## config.mk

```make
export PLATFORM = sky130hd
export DESIGN_NAME = mem_bus_arbiter_flat
export DESIGN_NICKNAME = d
export VERILOG_FILES = /design/src/rtl/mem_bus_arbiter_pkg.sv /design/src/rtl/mem_bus_arbiter_if.sv /design/src/rtl/rr_arb2.sv /design/src/rtl/mem_bus_arbiter.sv /design/src/flat_wrapper.sv
export SDC_FILE = /design/constraint.sdc
export NUM_CORES = 1
export LEC_CHECK = 0
export BUFFER_PORTS_ARGS = -buffer_cell sky130_fd_sc_hd__buf_2
export CAP_MARGIN = 20
export CORE_AREA = 5 5 102 104
export DETAILED_ROUTE_END_ITERATION = 12
export DIE_AREA = 0 0 107 109
export HOLD_SLACK_MARGIN = 0.06
export PLACE_DENSITY_LB_ADDON = 0.12
export RECOVER_POWER = 100
export REMOVE_ABC_BUFFERS = 1
export SYNTH_ARGS = -nofsm -noshare
export SYNTH_HDL_FRONTEND = slang
export SYNTH_HIERARCHICAL = 1
export SYNTH_SLANG_ARGS = --single-unit
export TNS_END_PERCENT = 5
```

## constraint.sdc

```tcl
create_clock -name clk -period 1.6 [get_ports clk]
set_clock_uncertainty 0.15 [all_clocks]
set_input_delay 0 -clock clk [delete_from_list [all_inputs] [get_ports clk]]
set_output_delay 0 -clock clk [all_outputs]
set_load 0.01 [all_outputs]
```

## src/rtl/mem_bus_arbiter_pkg.sv

```systemverilog
// Shared definitions for the memory bus arbiter.
// Holds the FSM state encoding, the default burst length and bus widths,
// and a helper that computes how many low address bits a cache line spans.
package mem_bus_arbiter_pkg;

  localparam int DEF_BURST_LEN = 4;
  localparam int DEF_ADDR_W    = 32;
  localparam int DEF_DATA_W    = 32;

  typedef enum logic [1:0] {
    IDLE     = 2'd0,
    IC_BURST = 2'd1,
    DC_BURST = 2'd2
  } arb_state_e;

  // Number of address bits covered by one cache line (BURST_LEN beats).
  function automatic int line_offset_bits(input int burst_len, input int data_w);
    return $clog2(burst_len * data_w / 8);
  endfunction

endpackage

```

## src/rtl/mem_bus_arbiter_if.sv

```systemverilog
// Bundle of the arbiter's client and memory-side signals.
// slave  : arbiter view (takes requests and memory responses, drives grants,
//          beat strobes and the external memory command).
// master : view of the Icache/Dcache/Ctrl clients and the external memory.
// Signals:
//   ic_req/ic_addr -> ic_gnt/ic_rvalid/ic_done/ic_rdata
//   dc_req/dc_we/dc_addr/dc_wdata -> dc_gnt/dc_rvalid/dc_wready/dc_done/dc_rdata
//   csr_memflush
//   mem_req/mem_we/mem_addr/mem_wdata <- mem_ack/mem_rdata
interface mem_bus_arbiter_if
  import mem_bus_arbiter_pkg::*;
#(
  parameter int ADDR_W = DEF_ADDR_W,
  parameter int DATA_W = DEF_DATA_W
);

  logic              ic_req;
  logic [ADDR_W-1:0] ic_addr;
  logic              ic_gnt;
  logic              ic_rvalid;
  logic              ic_done;
  logic [DATA_W-1:0] ic_rdata;

  logic              dc_req;
  logic              dc_we;
  logic [ADDR_W-1:0] dc_addr;
  logic [DATA_W-1:0] dc_wdata;
  logic              dc_gnt;
  logic              dc_rvalid;
  logic              dc_wready;
  logic              dc_done;
  logic [DATA_W-1:0] dc_rdata;

  logic              csr_memflush;

  logic              mem_req;
  logic              mem_we;
  logic [ADDR_W-1:0] mem_addr;
  logic [DATA_W-1:0] mem_wdata;
  logic              mem_ack;
  logic [DATA_W-1:0] mem_rdata;

  modport slave (
    input  ic_req, ic_addr,
    output ic_gnt, ic_rvalid, ic_done, ic_rdata,
    input  dc_req, dc_we, dc_addr, dc_wdata,
    output dc_gnt, dc_rvalid, dc_wready, dc_done, dc_rdata,
    input  csr_memflush,
    output mem_req, mem_we, mem_addr, mem_wdata,
    input  mem_ack, mem_rdata
  );

  modport master (
    output ic_req, ic_addr,
    input  ic_gnt, ic_rvalid, ic_done, ic_rdata,
    output dc_req, dc_we, dc_addr, dc_wdata,
    input  dc_gnt, dc_rvalid, dc_wready, dc_done, dc_rdata,
    output csr_memflush,
    input  mem_req, mem_we, mem_addr, mem_wdata,
    output mem_ack, mem_rdata
  );

endinterface

```

## src/rtl/rr_arb2.sv

```systemverilog
// Two-requester round-robin decision.
// Ports: req0, req1 (requests), ptr (0 favours req0, 1 favours req1),
//        gnt0, gnt1 (one-hot or zero decision, purely combinational).
module rr_arb2 (
  input  logic req0,
  input  logic req1,
  input  logic ptr,
  output logic gnt0,
  output logic gnt1
);

  // A lone requester always wins; on contention ptr picks the owner.
  assign gnt0 = req0 & (~req1 | ~ptr);
  assign gnt1 = req1 & (~req0 |  ptr);

endmodule

```

## src/rtl/mem_bus_arbiter.sv

```systemverilog
// Arbitrates the Icache (refill only) and Dcache (refill or writeback)
// onto a single burst-oriented external memory port.
// Ports:
//   clk   - sole clock, rising edge
//   rst_n - asynchronous active-low reset
//   bus   - client and memory signals (slave view of mem_bus_arbiter_if)
// Each grant runs one BURST_LEN-beat line transfer; the memory acks one
// beat per asserted cycle. At least one IDLE cycle separates bursts.
module mem_bus_arbiter
  import mem_bus_arbiter_pkg::*;
#(
  parameter int BURST_LEN = DEF_BURST_LEN,
  parameter int ADDR_W    = DEF_ADDR_W,
  parameter int DATA_W    = DEF_DATA_W
) (
  input logic              clk,
  input logic              rst_n,
  mem_bus_arbiter_if.slave bus
);

  localparam int BEAT_W  = $clog2(BURST_LEN);
  localparam int OFS_W   = line_offset_bits(BURST_LEN, DATA_W);
  localparam int BYTE_SH = $clog2(DATA_W / 8);
  localparam logic [BEAT_W-1:0] LAST_BEAT = BEAT_W'(BURST_LEN - 1);
  localparam logic [ADDR_W-1:0] LINE_MASK =
    ~((ADDR_W'(1) << OFS_W) - ADDR_W'(1));

  arb_state_e        state_q, state_d;
  logic              rr_ptr_q;
  logic [BEAT_W-1:0] beat_q;
  logic [ADDR_W-1:0] base_q;
  logic              we_q;
  logic              ic_gnt_q, dc_gnt_q;

  logic              dc_req_eff;
  logic              arb_dc, arb_ic;
  logic              grant_dc, grant_ic;
  logic              last_beat;
  logic [ADDR_W-1:0] beat_addr;

  logic              ic_rvalid, ic_done;
  logic [DATA_W-1:0] ic_rdata;
  logic              dc_rvalid, dc_wready, dc_done;
  logic [DATA_W-1:0] dc_rdata;
  logic              mem_req, mem_we;
  logic [ADDR_W-1:0] mem_addr;
  logic [DATA_W-1:0] mem_wdata;

  // A pending flush holds off new Dcache ownership but not the Icache.
  assign dc_req_eff = bus.dc_req & ~bus.csr_memflush;

  rr_arb2 u_rr_arb2 (
    .req0 (dc_req_eff),
    .req1 (bus.ic_req),
    .ptr  (rr_ptr_q),
    .gnt0 (arb_dc),
    .gnt1 (arb_ic)
  );

  assign last_beat = (beat_q == LAST_BEAT);
  assign beat_addr = base_q + (ADDR_W'(beat_q) << BYTE_SH);

  always_ff @(posedge clk or negedge rst_n) begin
    if (!rst_n) state_q <= IDLE;
    else        state_q <= state_d;
  end

  always_comb begin
    state_d   = state_q;
    grant_dc  = 1'b0;
    grant_ic  = 1'b0;
    mem_req   = 1'b0;
    mem_we    = 1'b0;
    mem_addr  = '0;
    mem_wdata = '0;
    ic_rvalid = 1'b0;
    ic_done   = 1'b0;
    ic_rdata  = '0;
    dc_rvalid = 1'b0;
    dc_wready = 1'b0;
    dc_done   = 1'b0;
    dc_rdata  = '0;
    unique case (state_q)
      IDLE: begin
        if (arb_dc) begin
          grant_dc = 1'b1;
          state_d  = DC_BURST;
        end else if (arb_ic) begin
          grant_ic = 1'b1;
          state_d  = IC_BURST;
        end
      end
      IC_BURST: begin
        mem_req   = 1'b1;
        mem_addr  = beat_addr;
        ic_rvalid = bus.mem_ack;
        ic_rdata  = bus.mem_rdata;
        ic_done   = bus.mem_ack & last_beat;
        if (ic_done) state_d = IDLE;
      end
      DC_BURST: begin
        mem_req   = 1'b1;
        mem_we    = we_q;
        mem_addr  = beat_addr;
        mem_wdata = we_q ? bus.dc_wdata : '0;
        dc_rvalid = bus.mem_ack & ~we_q;
        dc_rdata  = we_q ? '0 : bus.mem_rdata;
        dc_wready = bus.mem_ack & we_q;
        dc_done   = bus.mem_ack & last_beat;
        if (dc_done) state_d = IDLE;
      end
      default: state_d = IDLE;
    endcase
  end

  // Grant bookkeeping: latch line base and direction, restart the beat
  // count, and hand priority to the requester that just lost.
  always_ff @(posedge clk or negedge rst_n) begin
    if (!rst_n) begin
      rr_ptr_q <= 1'b0;
      beat_q   <= '0;
      base_q   <= '0;
      we_q     <= 1'b0;
      ic_gnt_q <= 1'b0;
      dc_gnt_q <= 1'b0;
    end else begin
      ic_gnt_q <= grant_ic;
      dc_gnt_q <= grant_dc;
      if (grant_dc) begin
        rr_ptr_q <= 1'b1;
        base_q   <= bus.dc_addr & LINE_MASK;
        we_q     <= bus.dc_we;
        beat_q   <= '0;
      end else if (grant_ic) begin
        rr_ptr_q <= 1'b0;
        base_q   <= bus.ic_addr & LINE_MASK;
        we_q     <= 1'b0;
        beat_q   <= '0;
      end else if (state_q != IDLE && bus.mem_ack) begin
        beat_q   <= beat_q + BEAT_W'(1);
      end
    end
  end

  assign bus.ic_gnt    = ic_gnt_q;
  assign bus.ic_rvalid = ic_rvalid;
  assign bus.ic_done   = ic_done;
  assign bus.ic_rdata  = ic_rdata;
  assign bus.dc_gnt    = dc_gnt_q;
  assign bus.dc_rvalid = dc_rvalid;
  assign bus.dc_wready = dc_wready;
  assign bus.dc_done   = dc_done;
  assign bus.dc_rdata  = dc_rdata;
  assign bus.mem_req   = mem_req;
  assign bus.mem_we    = mem_we;
  assign bus.mem_addr  = mem_addr;
  assign bus.mem_wdata = mem_wdata;

endmodule
```

## src/flat_wrapper.sv

```systemverilog
// flat-port wrapper written by rule: the top's interface ports become plain ports
module mem_bus_arbiter_flat import mem_bus_arbiter_pkg::*;
#(
  parameter int BURST_LEN = DEF_BURST_LEN,
  parameter int ADDR_W    = DEF_ADDR_W,
  parameter int DATA_W    = DEF_DATA_W
)
  (clk, rst_n, bus_ic_req, bus_ic_addr, bus_ic_gnt, bus_ic_rvalid, bus_ic_done, bus_ic_rdata, bus_dc_req, bus_dc_we, bus_dc_addr, bus_dc_wdata, bus_dc_gnt, bus_dc_rvalid, bus_dc_wready, bus_dc_done, bus_dc_rdata, bus_csr_memflush, bus_mem_req, bus_mem_we, bus_mem_addr, bus_mem_wdata, bus_mem_ack, bus_mem_rdata);
  mem_bus_arbiter_if #(.ADDR_W(ADDR_W), .DATA_W(DATA_W)) bus_i ();
  input logic clk;
  input logic rst_n;
  input wire logic [$bits(bus_i.ic_req)-1:0] bus_ic_req;
  input wire logic [$bits(bus_i.ic_addr)-1:0] bus_ic_addr;
  output wire logic [$bits(bus_i.ic_gnt)-1:0] bus_ic_gnt;
  output wire logic [$bits(bus_i.ic_rvalid)-1:0] bus_ic_rvalid;
  output wire logic [$bits(bus_i.ic_done)-1:0] bus_ic_done;
  output wire logic [$bits(bus_i.ic_rdata)-1:0] bus_ic_rdata;
  input wire logic [$bits(bus_i.dc_req)-1:0] bus_dc_req;
  input wire logic [$bits(bus_i.dc_we)-1:0] bus_dc_we;
  input wire logic [$bits(bus_i.dc_addr)-1:0] bus_dc_addr;
  input wire logic [$bits(bus_i.dc_wdata)-1:0] bus_dc_wdata;
  output wire logic [$bits(bus_i.dc_gnt)-1:0] bus_dc_gnt;
  output wire logic [$bits(bus_i.dc_rvalid)-1:0] bus_dc_rvalid;
  output wire logic [$bits(bus_i.dc_wready)-1:0] bus_dc_wready;
  output wire logic [$bits(bus_i.dc_done)-1:0] bus_dc_done;
  output wire logic [$bits(bus_i.dc_rdata)-1:0] bus_dc_rdata;
  input wire logic [$bits(bus_i.csr_memflush)-1:0] bus_csr_memflush;
  output wire logic [$bits(bus_i.mem_req)-1:0] bus_mem_req;
  output wire logic [$bits(bus_i.mem_we)-1:0] bus_mem_we;
  output wire logic [$bits(bus_i.mem_addr)-1:0] bus_mem_addr;
  output wire logic [$bits(bus_i.mem_wdata)-1:0] bus_mem_wdata;
  input wire logic [$bits(bus_i.mem_ack)-1:0] bus_mem_ack;
  input wire logic [$bits(bus_i.mem_rdata)-1:0] bus_mem_rdata;
  assign bus_i.ic_req = bus_ic_req;
  assign bus_i.ic_addr = bus_ic_addr;
  assign bus_ic_gnt = bus_i.ic_gnt;
  assign bus_ic_rvalid = bus_i.ic_rvalid;
  assign bus_ic_done = bus_i.ic_done;
  assign bus_ic_rdata = bus_i.ic_rdata;
  assign bus_i.dc_req = bus_dc_req;
  assign bus_i.dc_we = bus_dc_we;
  assign bus_i.dc_addr = bus_dc_addr;
  assign bus_i.dc_wdata = bus_dc_wdata;
  assign bus_dc_gnt = bus_i.dc_gnt;
  assign bus_dc_rvalid = bus_i.dc_rvalid;
  assign bus_dc_wready = bus_i.dc_wready;
  assign bus_dc_done = bus_i.dc_done;
  assign bus_dc_rdata = bus_i.dc_rdata;
  assign bus_i.csr_memflush = bus_csr_memflush;
  assign bus_mem_req = bus_i.mem_req;
  assign bus_mem_we = bus_i.mem_we;
  assign bus_mem_addr = bus_i.mem_addr;
  assign bus_mem_wdata = bus_i.mem_wdata;
  assign bus_i.mem_ack = bus_mem_ack;
  assign bus_i.mem_rdata = bus_mem_rdata;
  mem_bus_arbiter #(.BURST_LEN(BURST_LEN), .ADDR_W(ADDR_W), .DATA_W(DATA_W)) u_core (.clk(clk), .rst_n(rst_n), .bus(bus_i));
endmodule
```

==> summary.txt, run 1 <==
Global route
  • Total GRT Usage: 18.40%
  • First-pass GRT wire length: 17040 um
  • Largest net degree at the start of global routing: 37
  • Vias in the first global route: 3348
  • Initial antenna violation count: 0
  • GRT Residual Overflow: 0

Final layout
  • Area Overhead vs Synth: 100.5%
  • Antenna fix cells: 0
  • Most frequent cells in the layout: buf_2 (228), and2_1 (69), dlygate4sd3_1 (58)
  • Area occupied by multi-input gates: 1598 um^2
  • Layout cells sized above 1: 52.49%
  • Nets: 781
  • FF+latch area: 900.9 um^2
  • Commonest non-fill, non-tap cell in the layout: buf_2
  • # fillers: 882
  • Core Util, Final: 54.76%

Power and ir drop
  • Flop pwr share: 22.9%
  • VDD IR max: 0.0007479 V
  • Switching Share: 41.31%
  • Switching power: 0.002805 W
  • P_int: 0.003984 W
  • P per Cell Area: 1311 nW/um^2
  • Leakage: 2.898 nW
  • Comb pwr share: 67.7%
  • Clock share of power: 9.4%

Clocking
  • Clock Path Buffers: 2
  • Total clock sinks: 36
  • Root Driver: clkbuf_8
  • Worst-skew pair later-pin latency: 280 ps
  • Clock transition at path regs: 60 ps
  • TritonCTS buffer count: 5
  • CTS HTree Levels: 2
  • CTS tree: done

Setup path
  • Critical path cell sequence: ha_4 > nor2b_4 > buf_12 > clkbuf_16 > and2_2 > buf_6
  • Reg-to-reg startpoint: u_core/state_q[0]
  • Worst r2r path cells: 7
  • Worst-path fanout max: 5
  • Reg2Reg Capture Point: u_core/base_q[8]
  • WS Path Type: flop to primary output
  • R2R Setup Slk: -70 ps
  • Slowest stage delay, CP: 430 ps
  • Setup crit start: u_core/state_q[1]
  • Worst setup SP type: flop
  • Crit-path slowest cell: dfrtp_1
  • Top Family by Delay on Critical Path: flip-flops
  • Worst setup EP type: primary output
  • Req. time, crit path: 1450 ps
  • Worst path bufs/invs: 3
  • Arrival time at the worst endpoint: 1610 ps

Synth
  • Mapped cell area: 2584 um^2
  • Post-Synth XOR/XNOR Area: 0.3390%
  • Area leader, netlist: dfrtp_1
  • Synth cell types: 29
  • Post-Synth Simple-Gate Area: 40.58%
  • Synth Instances: 316
  • Synth Register Bits: 36
  • Synth Area in Compound Gates: 14.19%
  • Sequential cell area fraction in the yosys report: 34.87%
  • Ranking of synthesized cells by area: dfrtp_1 (35%), and2_1 (19%), and3_1 (7.3%)
  • Mux share of post-synthesis cell area: 0.3874%
  • YS warnings: 6
  • Adder-Cell Fraction of Synth Area: 2.421%
  • Main combinational cell family by area after synthesis: simple AND/OR/NAND/NOR gates
  • Avg Cell Area, Syn: 8.176 um^2
  • Fraction of synthesized cell area taken by the top area cell type: 34.87%

STA
  • Slew headroom: 38.34%
  • Final setup fails: 134
  • RSZ-0062 raised after global routing: true
  • Final Critical Period: 1761 ps
  • Slew of the pin with the lowest slew margin: 924.9 ps
  • Setup WS post-layout: -161.4 ps
  • Max-slew violations: 0
  • Tcrit/Tclk final: 110.1%
  • F_max: 567.7 MHz
  • Final hold violations: 0

Floorplan
  • Die Y: 109 um
  • Number of I/O pins: 272
  • Initial core utilization: 27.31%
  • Row cnt: 36
  • Die area: 11660 um^2
  • X dimension of the die: 107 um
  • Area of the core: 9459 um^2

Job
  • Max Cap Violations: 0

Detailed routing
  • TritonRoute pass-1 iters: 4
  • Post-DRT Antenna Nets: 0
  • Vias: 3411
  • Routed length per instance: 16.31 um
  • Via/cell ratio: 4.512
  • 1st-iter DRT viols: 158
  • Remaining DRCs: 0
  • Drt total wl: 12330 um

Outcome
  • Status: finished with violations
  • Violated checks: negative setup slack

Place
  • Worst slack, placed: 0.8594 ps
  • Gpl congestion: 0.7299
  • Port Buffers: 261
  • Final HPWL DP: 8732 um

Min path
  • Worst Hold Path EP: u_core/state_q[0]
  • Hold Crit Class: input port to flop
  • Min-Delay Path Depth: 4
  • Hold Crit Start: bus_ic_req
tightest hold or removal path, delay by kind of cell:
family	cells	cell delay, ps
AOI/OAI and AO/OA	3	320
buffers and inverters	1	100
routing by layer:
metal,vias to the layer above,part of all wire (%),global-route usage (%)
met5,-,0,0
met4,0,0.96,4.110
met3,8,9.1,5.743
met2,154,52,33.90
met1,1548,38,20.84
li1,1701,-,-
worst max path at each step:
stage / endpoint / slack [ps] / depth (start not counted)
2_1_floorplan: u_core/state_q[1] / -410 / 5
3_3_place_gp: u_core/base_q[30] / 50 / 5
3_5_place_dp: u_core/base_q[8] / 0.9 / 6
4_1_cts: bus_dc_rdata[31] / -150 / 6
5_1_grt: bus_dc_rdata[23] / -220 / 7
6_report: bus_dc_rdata[27] / -160 / 6
power groups by stage:
stage	registers [W]	logic (W)	clock network, W
global route	0.00161	0.00505	0.000703
global placement	0.00154	0.00393	0
detailed placement	0.00156	0.00396	0
CTS	0.00155	0.00413	0.000668
floorplan	0.00156	0.00212	0
finish	0.00155	0.00460	0.000640
cell usage after synthesis, drive strengths merged:
master and number:
and2 97, dfrtp 36, and3 35, nor2 30, a21oi 28, o22ai 28, buf 16, clkbuf 13
nand2 7, inv 6, ha 5, a21boi 3, nor2b 2, o21ai 2, a21bo 1, a22o 1
and2b 1, conb 1, mux2i 1, nand3 1, nand3b 1, xnor2 1
what timing repair did:
action                                  in CTS  in global routing
cloned                                       0                  4
endpoints found under the setup margin     112                163
hold buffers                                58                  0
endpoints found under the hold margin       65                  0
resized for setup                            6                 74
buffers inserted                             0                  4
pin swaps                                    0                 22
kinds of logic (layout without fill, tap and decap cells):
group / count (synthesis) / after routing
other: 1 / 2
DFF: 36 / 36
AOI/OAI and AO/OA: 63 / 63
buffers and inverters: 35 / 360
xor gates and xnor gates: 1 / 1
adders and majority gates: 5 / 5
muxes: 1 / 1
and+or+nand+nor: 174 / 174
metrics by stage:
stage	cell area, um^2	hold WS (ps)	cells	TNS, ps	total power, W
final	5180	37.15	756	-9218	0.006789
after global routing	5180	87.06	756	-22860	0.007355
after CTS	4763	61.93	748	-10220	0.006346
after detailed placement	4081	-71.26	682	0	0.005525
after global placement	4081	-73.58	682	0	0.005468
after floorplan	2427	-445.6	288	-17790	0.003685
sequential cells by signal (all words and copies together) (netlist names):
| name | cells |
|---|---|
| u_core/base_q | 28 |
| u_core/state_q | 2 |
| u_core/rr_ptr_q | 1 |
| u_core/we_q | 1 |
| u_core/bus.ic_gnt | 1 |
| u_core/beat_q | 2 |
| u_core/bus.dc_gnt | 1 |
cell type report:
cell class	instances	area share, %
clock buffers	7	1.473
inverters	6	0.4348
multi-input cells	246	30.85
repair buffers	346	46.93
clock inverters	1	0.1691
flip-flops and latches	36	17.39
well taps	114	2.754
Note: power is estimated with default switching activity, not from simulation.
==> run 2, diff against run 1 <==
--- a/config.mk
+++ b/config.mk
@@ -6,10 +6,11 @@
 export NUM_CORES = 1
 export LEC_CHECK = 0
 export BUFFER_PORTS_ARGS = -buffer_cell sky130_fd_sc_hd__buf_2
-export CAP_MARGIN = 20
-export CORE_AREA = 5 5 102 104
+export CELL_PAD_IN_SITES_DETAIL_PLACEMENT = 0
+export CELL_PAD_IN_SITES_GLOBAL_PLACEMENT = 1
+export CORE_MARGIN = 5
+export CORE_UTILIZATION = 23
 export DETAILED_ROUTE_END_ITERATION = 12
-export DIE_AREA = 0 0 107 109
 export HOLD_SLACK_MARGIN = 0.06
 export PLACE_DENSITY_LB_ADDON = 0.12
 export RECOVER_POWER = 100
==> run 2 against run 1 <==
The flow still finishes with violations (negative setup slack). Highest routed layer unchanged. Via count fell by 0.70%. Final cell count up 2.5%. Largest cell class unchanged. Count of clock-buffer cells in the layout stayed put. First-iteration DRC count fell by 30%.
==> summary.txt, run 2 (synthesis results as in run 1) <==
Detailed routing
  • Post-DRT Antenna Nets: 0 (unchanged)
  • Drt total wl: 12390 um (+0.43%)
  • Vias: 3387 (-0.70%)
  • Routed length per instance: 15.98 um (-2.0%)
  • TritonRoute pass-1 iters: 4 (unchanged)
  • Remaining DRCs: 0 (unchanged)
  • 1st-iter DRT viols: 111 (-30%)
  • Via/cell ratio: 4.370 (-3.1%)

Clocking
  • CTS tree: done
  • Total clock sinks: 36 (unchanged)
  • TritonCTS buffer count: 5 (unchanged)
  • Clock Path Buffers: 2 (unchanged)
  • Worst-skew pair later-pin latency: 270 ps (about the same)
  • Root Driver: clkbuf_16
  • Clock transition at path regs: 50 ps (about the same)
  • CTS HTree Levels: 2 (unchanged)

Floorplan
  • Area of the core: 10940 um^2 (+16%)
  • Die Y: 116.0 um (+6.4%)
  • Die area: 13450 um^2 (+15%)
  • Number of I/O pins: 272 (unchanged)
  • X dimension of the die: 116.0 um (+8.4%)
  • Row cnt: 38 (+5.6%)
  • Initial core utilization: 23.63% (-3.7 points)

Setup path
  • Stages on the worst setup path: 6 (unchanged)
  • Req. time, crit path: 1450 ps (about the same)
  • Worst setup SP type: flop
  • Crit-path slowest cell: dfrtp_1
  • Critical path cell sequence: inv_2 > buf_6 > ha_4 > buf_12 > and2_1 > buf_2
  • WS Path Type: flop to primary output
  • Arrival time at the worst endpoint: 1560 ps (-50 ps)
  • Worst r2r path cells: 5 (-2)
  • Worst path bufs/invs: 4 (+1)
  • Worst setup EP type: primary output
  • Top Family by Delay on Critical Path: buffers and inverters
  • Worst-path fanout max: 16 (+11)
  • Slowest stage delay, CP: 390 ps (-40 ps)

Outcome
  • Status: finished with violations
  • Violated checks: negative setup slack

STA
  • Final Critical Period: 1710 ps (-51.29 ps)
  • Final setup fails: 98 (-27%)
  • Slew headroom: 58.14% (+20 points)
  • Setup WS post-layout: -110.1 ps (+51.29 ps)
  • Final hold violations: 0 (unchanged)
  • Tcrit/Tclk final: 106.9% (-3.2 points)
  • RSZ-0062 raised after global routing: true
  • Slew of the pin with the lowest slew margin: 627.9 ps (-297.0 ps)
  • F_max: 584.8 MHz (+3.0%)
  • Max-slew violations: 0 (unchanged)

Final layout
  • FF+latch area: 902.1 um^2 (+0.14%)
  • Core Util, Final: 48.17% (-6.6 points)
  • Area Overhead vs Synth: 103.9%
  • Layout cells sized above 1: 54.82% (+2.3 points)
  • Reg with most FFs: u_core/base_q
  • Largest regs: u_core/base_q: 28 flops, u_core/beat_q: 2 flops, u_core/state_q: 2 flops
  • Area occupied by multi-input gates: 1694 um^2 (+6.0%)
  • Most frequent cells in the layout: buf_2 (228), and2_1 (71), dlygate4sd3_1 (58)
  • Nets: 772 (-1.2%)
  • # fillers: 1080 (+22%)
  • Largest register FFs: 28 (unchanged)
  • Design area: 5268 um^2 (+1.7%)
  • Commonest non-fill, non-tap cell in the layout: buf_2

Power and ir drop
  • P per Cell Area: 1390 nW/um^2 (+6.1%)
  • Total power: 0.007324 W (+7.9%)
  • VDD IR max: 0.0007815 V (+4.5%)
  • Leakage: 2.913 nW (+0.53%)

Global route
  • First-pass GRT wire length: 17780 um (+4.3%)
  • Vias in the first global route: 3330 (-0.54%)
  • Initial antenna violation count: 2 (+2)
  • GRT Residual Overflow: 0 (unchanged)
  • Total GRT Usage: 16.66% (-1.7 points)
  • Largest net degree at the start of global routing: 36 (-2.7%)

Place
  • Gpl congestion: 0.7406 (+1.5%)
  • Final HPWL DP: 9062 um (+3.8%)
  • Area after DPL: 4109 um^2 (+0.67%)
  • Port Buffers: 261 (unchanged)

Min path
  • Min-Delay Path Depth: 3 (-1)
  • Hold Crit Class: input port to flop

Job
  • Max Cap Violations: 0 (unchanged)
run 2: repair_timing:
| item | 4_1_cts | 5_1_grt |
|---|---|---|
| setup endpoints to repair | 120 | 159 |
| hold buffers | 58 | 0 |
| endpoints found under the hold margin | 65 | 0 |
| setup buffers | 0 | 1 |
| pin swaps | 10 | 17 |
| cloned | 1 | 1 |
| gates resized for setup | 20 | 62 |
run 2: tightest hold or removal path, cell delays in order:
cell and delay [ps]:
buf_2 150, a21bo_2 180, a22o_1 140
run 2: power breakdown:
| part | total (W) | switching [W] | internal (W) | leakage [nW] |
|---|---|---|---|---|
| sequential | 0.00157 | 0.000222 | 0.00134 | 0.412 |
| clock | 0.000984 | 0.000364 | 0.000620 | 0.0701 |
| combinational | 0.00477 | 0.00234 | 0.00243 | 2.43 |
| total | 0.00732 | 0.00293 | 0.00440 | 2.91 |
run 2: routing by layer:
metal | routed length, um | part of all wire (%) | up-vias | global-route usage, %
met5 | 0 | 0 | - | 0
met4 | 162 | 1.3 | 0 | 3.480
met3 | 1160 | 9.4 | 11 | 4.543
met2 | 6664 | 54 | 137 | 32.53
met1 | 4400 | 36 | 1554 | 17.73
li1 | - | - | 1685 | -
run 2: area by class of cell:
| class | instances | share of cell area [%] |
|---|---|---|
| diodes | 2 | 0.09501 |
| clock buffers | 7 | 2.708 |
| clock inverters | 1 | 0.1425 |
| inverters | 6 | 0.4276 |
| multi-input cells | 246 | 32.16 |
| flip-flops and latches | 36 | 17.13 |
| well taps | 140 | 3.325 |
| repair buffers | 337 | 44.01 |
run 2: path summary, 6_finish.rpt:
path | start | to | slack, ps
setup / recovery | u_core/state_q[0] | bus_mem_addr[7] | -110
hold / removal | bus_mem_ack | u_core/state_q[1] | 80
setup reg to reg | u_core/state_q[0] | u_core/state_q[1] | -10
hold reg to reg | u_core/rr_ptr_q | u_core/rr_ptr_q | 350
max in group asynchronous | rst_n | u_core/base_q[11] | 400
min in group asynchronous | rst_n | u_core/base_q[5] | 130
run 2: stage by stage:
stage	setup TNS [ps]	hold slack (ps)	instances	setup slack (ps)
6_report	-6396	80.63	775	-110.1
3_5_place_dp	0	-119.5	704	12.58
5_1_grt	-15100	128.4	775	-178.2
4_1_cts	-7914	79.25	771	-132.1
3_3_place_gp	0	-116.3	704	40.13
2_1_floorplan	-17790	-445.6	288	-405.6
